==> src/rtl/fetch_sequencer.sv <==
// Fetch-stage sequencer: drives the program counter controls, issues one
// instruction-memory request at a time and buffers each response for decode.
module fetch_sequencer #(
  parameter int              AW         = 5,
  parameter int              DW         = 32,
  parameter logic [AW-1:0]   RESET_ADDR = '0
) (
  input  logic          clk,
  input  logic          rst,
  output logic          pc_ce,
  output logic          pc_wr,
  output logic [AW-1:0] pc_addrin,
  input  logic [AW-1:0] pc_addr,
  output logic          imem_req,
  output logic [AW-1:0] imem_addr,
  input  logic          imem_gnt,
  input  logic          imem_rvalid,
  input  logic [DW-1:0] imem_rdata,
  input  logic          br_valid,
  input  logic [AW-1:0] br_target,
  input  logic          stall,
  output logic          if_valid,
  output logic [DW-1:0] if_instr,
  output logic [AW-1:0] if_pc,
  input  logic          if_ready
);

  typedef enum logic [1:0] {S_BOOT, S_FETCH, S_WAIT, S_DRAIN} state_t;

  state_t        r_state;
  state_t        w_next;
  logic          r_if_valid;
  logic [DW-1:0] r_if_instr;
  logic [AW-1:0] r_if_pc;
  logic [AW-1:0] r_req_pc;

  logic w_can_issue;
  logic w_redirect;
  logic w_grant;
  logic w_fill;

  assign imem_addr = pc_addr;
  assign if_valid  = r_if_valid;
  assign if_instr  = r_if_instr;
  assign if_pc     = r_if_pc;

  always_comb begin
    w_next      = r_state;
    pc_ce       = 1'b0;
    pc_wr       = 1'b0;
    pc_addrin   = '0;
    imem_req    = 1'b0;
    w_redirect  = 1'b0;
    w_grant     = 1'b0;
    w_fill      = 1'b0;
    w_can_issue = !r_if_valid || if_ready;
    if (!rst) begin
      case (r_state)
        S_BOOT: begin
          pc_ce     = 1'b1;
          pc_wr     = 1'b1;
          pc_addrin = RESET_ADDR;
          w_next    = S_FETCH;
        end
        S_FETCH: begin
          if (br_valid) begin
            w_redirect = 1'b1;
          end else begin
            imem_req = w_can_issue && !stall;
            if (w_can_issue && !stall && imem_gnt) begin
              w_grant = 1'b1;
              pc_ce   = 1'b1;
              w_next  = S_WAIT;
            end
          end
        end
        S_WAIT: begin
          if (br_valid) begin
            w_redirect = 1'b1;
            w_next     = imem_rvalid ? S_FETCH : S_DRAIN;
          end else if (imem_rvalid) begin
            w_fill = 1'b1;
            w_next = S_FETCH;
          end
        end
        S_DRAIN: begin
          // The stale response ends the drain even if another redirect lands with it.
          if (br_valid)    w_redirect = 1'b1;
          if (imem_rvalid) w_next     = S_FETCH;
        end
        default: w_next = S_BOOT;
      endcase
      if (w_redirect) begin
        pc_ce     = 1'b1;
        pc_wr     = 1'b1;
        pc_addrin = br_target;
      end
    end
  end

  always_ff @(posedge clk) begin
    if (rst) begin
      r_state    <= S_BOOT;
      r_if_valid <= 1'b0;
      r_if_instr <= '0;
      r_if_pc    <= '0;
      r_req_pc   <= '0;
    end else begin
      r_state <= w_next;
      if (w_grant) r_req_pc <= pc_addr;
      if (w_redirect) begin
        r_if_valid <= 1'b0;
      end else if (w_fill) begin
        r_if_valid <= 1'b1;
        r_if_instr <= imem_rdata;
        r_if_pc    <= r_req_pc;
      end else if (if_ready) begin
        r_if_valid <= 1'b0;
      end
    end
  end

endmodule

==> config.mk <==
export PLATFORM = sky130hd
export DESIGN_NAME = fetch_sequencer
export DESIGN_NICKNAME = d
export VERILOG_FILES = /design/src/rtl/fetch_sequencer.sv
export SDC_FILE = /design/constraint.sdc
export NUM_CORES = 1
export LEC_CHECK = 0
export CORE_MARGIN = 5
export CORE_UTILIZATION = 36
export DETAILED_ROUTE_END_ITERATION = 10
export HOLD_SLACK_MARGIN = 0.15
export PLACE_DENSITY = 0.74
export SLEW_MARGIN = 20
export SYNTH_ARGS = -nofsm -noshare
export SYNTH_HDL_FRONTEND = slang
export SYNTH_SLANG_ARGS = --single-unit
==> constraint.sdc <==
create_clock -name clk -period 1.33 [get_ports clk]
set_clock_uncertainty 0.1 [all_clocks]
set_input_delay 0.399 -clock clk [delete_from_list [all_inputs] [get_ports clk]]
set_output_delay 0.399 -clock clk [all_outputs]
set_load 0.005 [all_outputs]
==> impl_metrics.ini, run 1 <==
[logic_synthesis]
synth_top_area_share = 0.454
synthesis.area_sq_mm = 0.00198
yosys_warnings = 0
synth_area_leaders = dfxtp_1 (45%), a21oi_2 (13%), nand2_2 (9.5%)
synth_cell_types = 26
synthCells = 216
yosys_most_used_dff = dfxtp_1
yosysTopAreaCell = dfxtp_1
synth_nets = 265
ys_seq_area_frac = 0.454
synthArstFlopShare = 0
avgSynthCellArea_sq_um = 9.19
synth_edf_count = 0
ys_ff_latch = 45

[cells_and_area]
antenna_cells = 0
layout.cells.non_filler = 414
area_delta_synth_final_pct = 73.5
drive_gt1_frac = 0.649
multiInputGateArea_sq_mm = 0.00105
fin_nets = 391
fillCellCount = 462
ff_latch_area_sq_um = 953

[sta]
finalCriticalPeriod_ns = 1.72
max-slew-margin-rel = 0.536
setup_tns_ns = -13.09
setup_viol = 53
setup_slack_ns = -0.392
clock.fmax_mhz = 581
tightest_slew_ns = 0.696
hold_violations = 0
rsz0062_at_grt = yes
fin_crit_sh = 1.29
drv_slew = 0

[worst_setup_path]
crit_path_end_kind = output pin
critPathKind = input pin to output pin
r2r-start = r_state[1]$_SDFFE_PP0P_
start_kind = input pin
crit_start = stall
critPathMaxFanout = 2
crit_arrival_ns = 1.22
r2r_slack_ns = -0.30
cp_data_required_time_ns = 0.83

[clock_tree]
root_buffer = clkbuf_8
path_clk_slew_ns = 0.08
cts_tree = done
h-tree-depth = 2
cts_buffers = 5
clockBufferDepth = 2
cts_sinks = 45
worst_skew_pair.late_latency_ns = 0.28

[global_routing]
grt_max_degree = 51
grt_pass1_wl_um = 9600
grt-ovfl-total = 0
antenna_found_initial = 0
grt_pass1_vias = 1941
track_usage = 0.167

[power]
power_uw = 2670
ir_drop_v = 0.000447
p_leak_uw = 0.00138
power_density_mw_per_mm2 = 775

[placement]
dp_hpwl_um = 3620
placed_cells = 385
placement.io_buffers = 99
dpl_worst_slack_ns = -1.12
place_congestion = 0.796

[route]
ant_nets = 0
routed_via_density = 4.52
first_pass_iters = 3
dr_total_vias = 1873
wirelength_um = 5900
drc = 0
first_iter_violations = 40
wl_per_cell_um = 14.3

[min_path]
hold_class = flip-flop to flip-flop
hold_start = if_instr[1]$_SDFFE_PP0P_

[floorplan]
coreArea_sq_mm = 0.00544
start_util = 0.365
fp.dieW_um = 84.2
die_area_sq_mm = 0.00710
fp.dieH_um = 84.2
placementRows = 27
ioPinCount = 100

[job]
max-cap-violations = 0

[status]
status = finished with violations
violations = setup timing
[worst paths after layout]
kind	cells after the start	end
max reg2reg	7	r_req_pc[4]$_SDFFE_PP0P_
min	2	if_instr[1]$_SDFFE_PP0P_
max	6	pc_ce
min reg2reg	2	if_instr[1]$_SDFFE_PP0P_
[layout make-up]
cell class | instances | area share
Clock buffer | 5 | 0.0200
Clock inverter | 2 | 0.0102
Sequential cell | 45 | 0.277
Inverter | 1 | 0.00109
Multi-Input combinational cell | 150 | 0.305
Timing Repair Buffer | 139 | 0.361
Tap cell | 72 | 0.0262
[placed cells by master, fill, tap and decap left out, types with 2 or more instances in the layout]
master	n
buf_16	4
clkdlybuf4s50_1	38
nand2_1	43
clkbuf_2	18
a21oi_1	3
buf_8	2
buf_2	31
nor2_1	2
nand2_2	31
clkbuf_8	5
nand2b_1	10
dlygate4sd2_1	6
nor2_4	2
mux2i_1	5
buf_12	5
buf_6	15
dfxtp_1	5
and2_4	3
buf_4	19
a21oi_2	34
dfxtp_2	39
and2_1	2
[metrics by stage]
stage	utilization	hold slack, ns	cell area, sq um
6_report	0.633	0.352	3440
5_1_grt	0.633	0.372	3440
4_1_cts	0.661	0.354	3590
3_5_place_dp	0.572	0.347	3110
3_3_place_gp	0.572	0.343	3110
2_1_floorplan	-	0.331	2030
[per-layer routing]
metal,global-route usage,routed length (um),up-vias
met2,0.300,3020,48
met1,0.199,2530,868
met5,0,0,-
met4,0.0219,19,0
li1,-,-,955
met3,0.0520,328,2
[cell usage after synthesis, types with 2 or more instances]
cell type,instances
nor2_1,4
dfxtp_1,45
buf_12,3
a21oi_1,8
buf_4,9
nand2b_1,11
buf_2,6
mux2i_1,5
nand2_2,30
nor3_1,2
nand2_1,44
a21oi_2,30
clkbuf_1,2
and2_1,5
[critical path, stage by stage]
cell	delay, ns
clkbuf_2	0.12
nor4_4	0.29
buf_4	0.15
nand3_2	0.07
o21ai_2	0.06
buf_2	0.13
[timing repair]
action / 4_1_cts / 5_1_grt
resized for setup: 243 / 46
buffers inserted: 16 / 6
endpoints found under the setup margin: 96 / 81
pin swaps: 14 / 9
hold buffers: 0 / 0
cloned: 7 / 0
[cells by family (layout without fill, tap and decap cells)]
family,after synthesis,after routing,synth area share
AO/OA/AOI/OAI,42,42,0.168
buffers and inverters,21,147,0.0851
flip-flops,45,45,0.454
multiplexers,5,5,0.0252
AND/OR/NAND/NOR,103,103,0.268
[registers in the layout, indices dropped and copies added (netlist names)]
register	cells
if_pc	5
if_valid	1
r_req_pc	5
if_instr	32
r_state	2
[report_power, final]
| part | total [uW] | internal [uW] | switching [uW] |
|---|---|---|---|
| Sequential | 1360 | 1350 | 6.97 |
| Combinational | 341 | 213 | 128 |
| Clock | 967 | 546 | 421 |
| Total | 2670 | 2110 | 556 |
No activity file was read; power rests on OpenSTA's default activity.
==> inputs of run 2 (changes only) <==
CAP_MARGIN = 10   (was default)
==> results of run 2 <==
No change in the layout: final DEF, timing and power equal those of run 1.
==> inputs of run 3 (changes only) <==
CTS_CLUSTER_SIZE = 40   (was default)
==> results of run 3 <==
No change in the layout: final DEF, timing and power equal those of run 1.
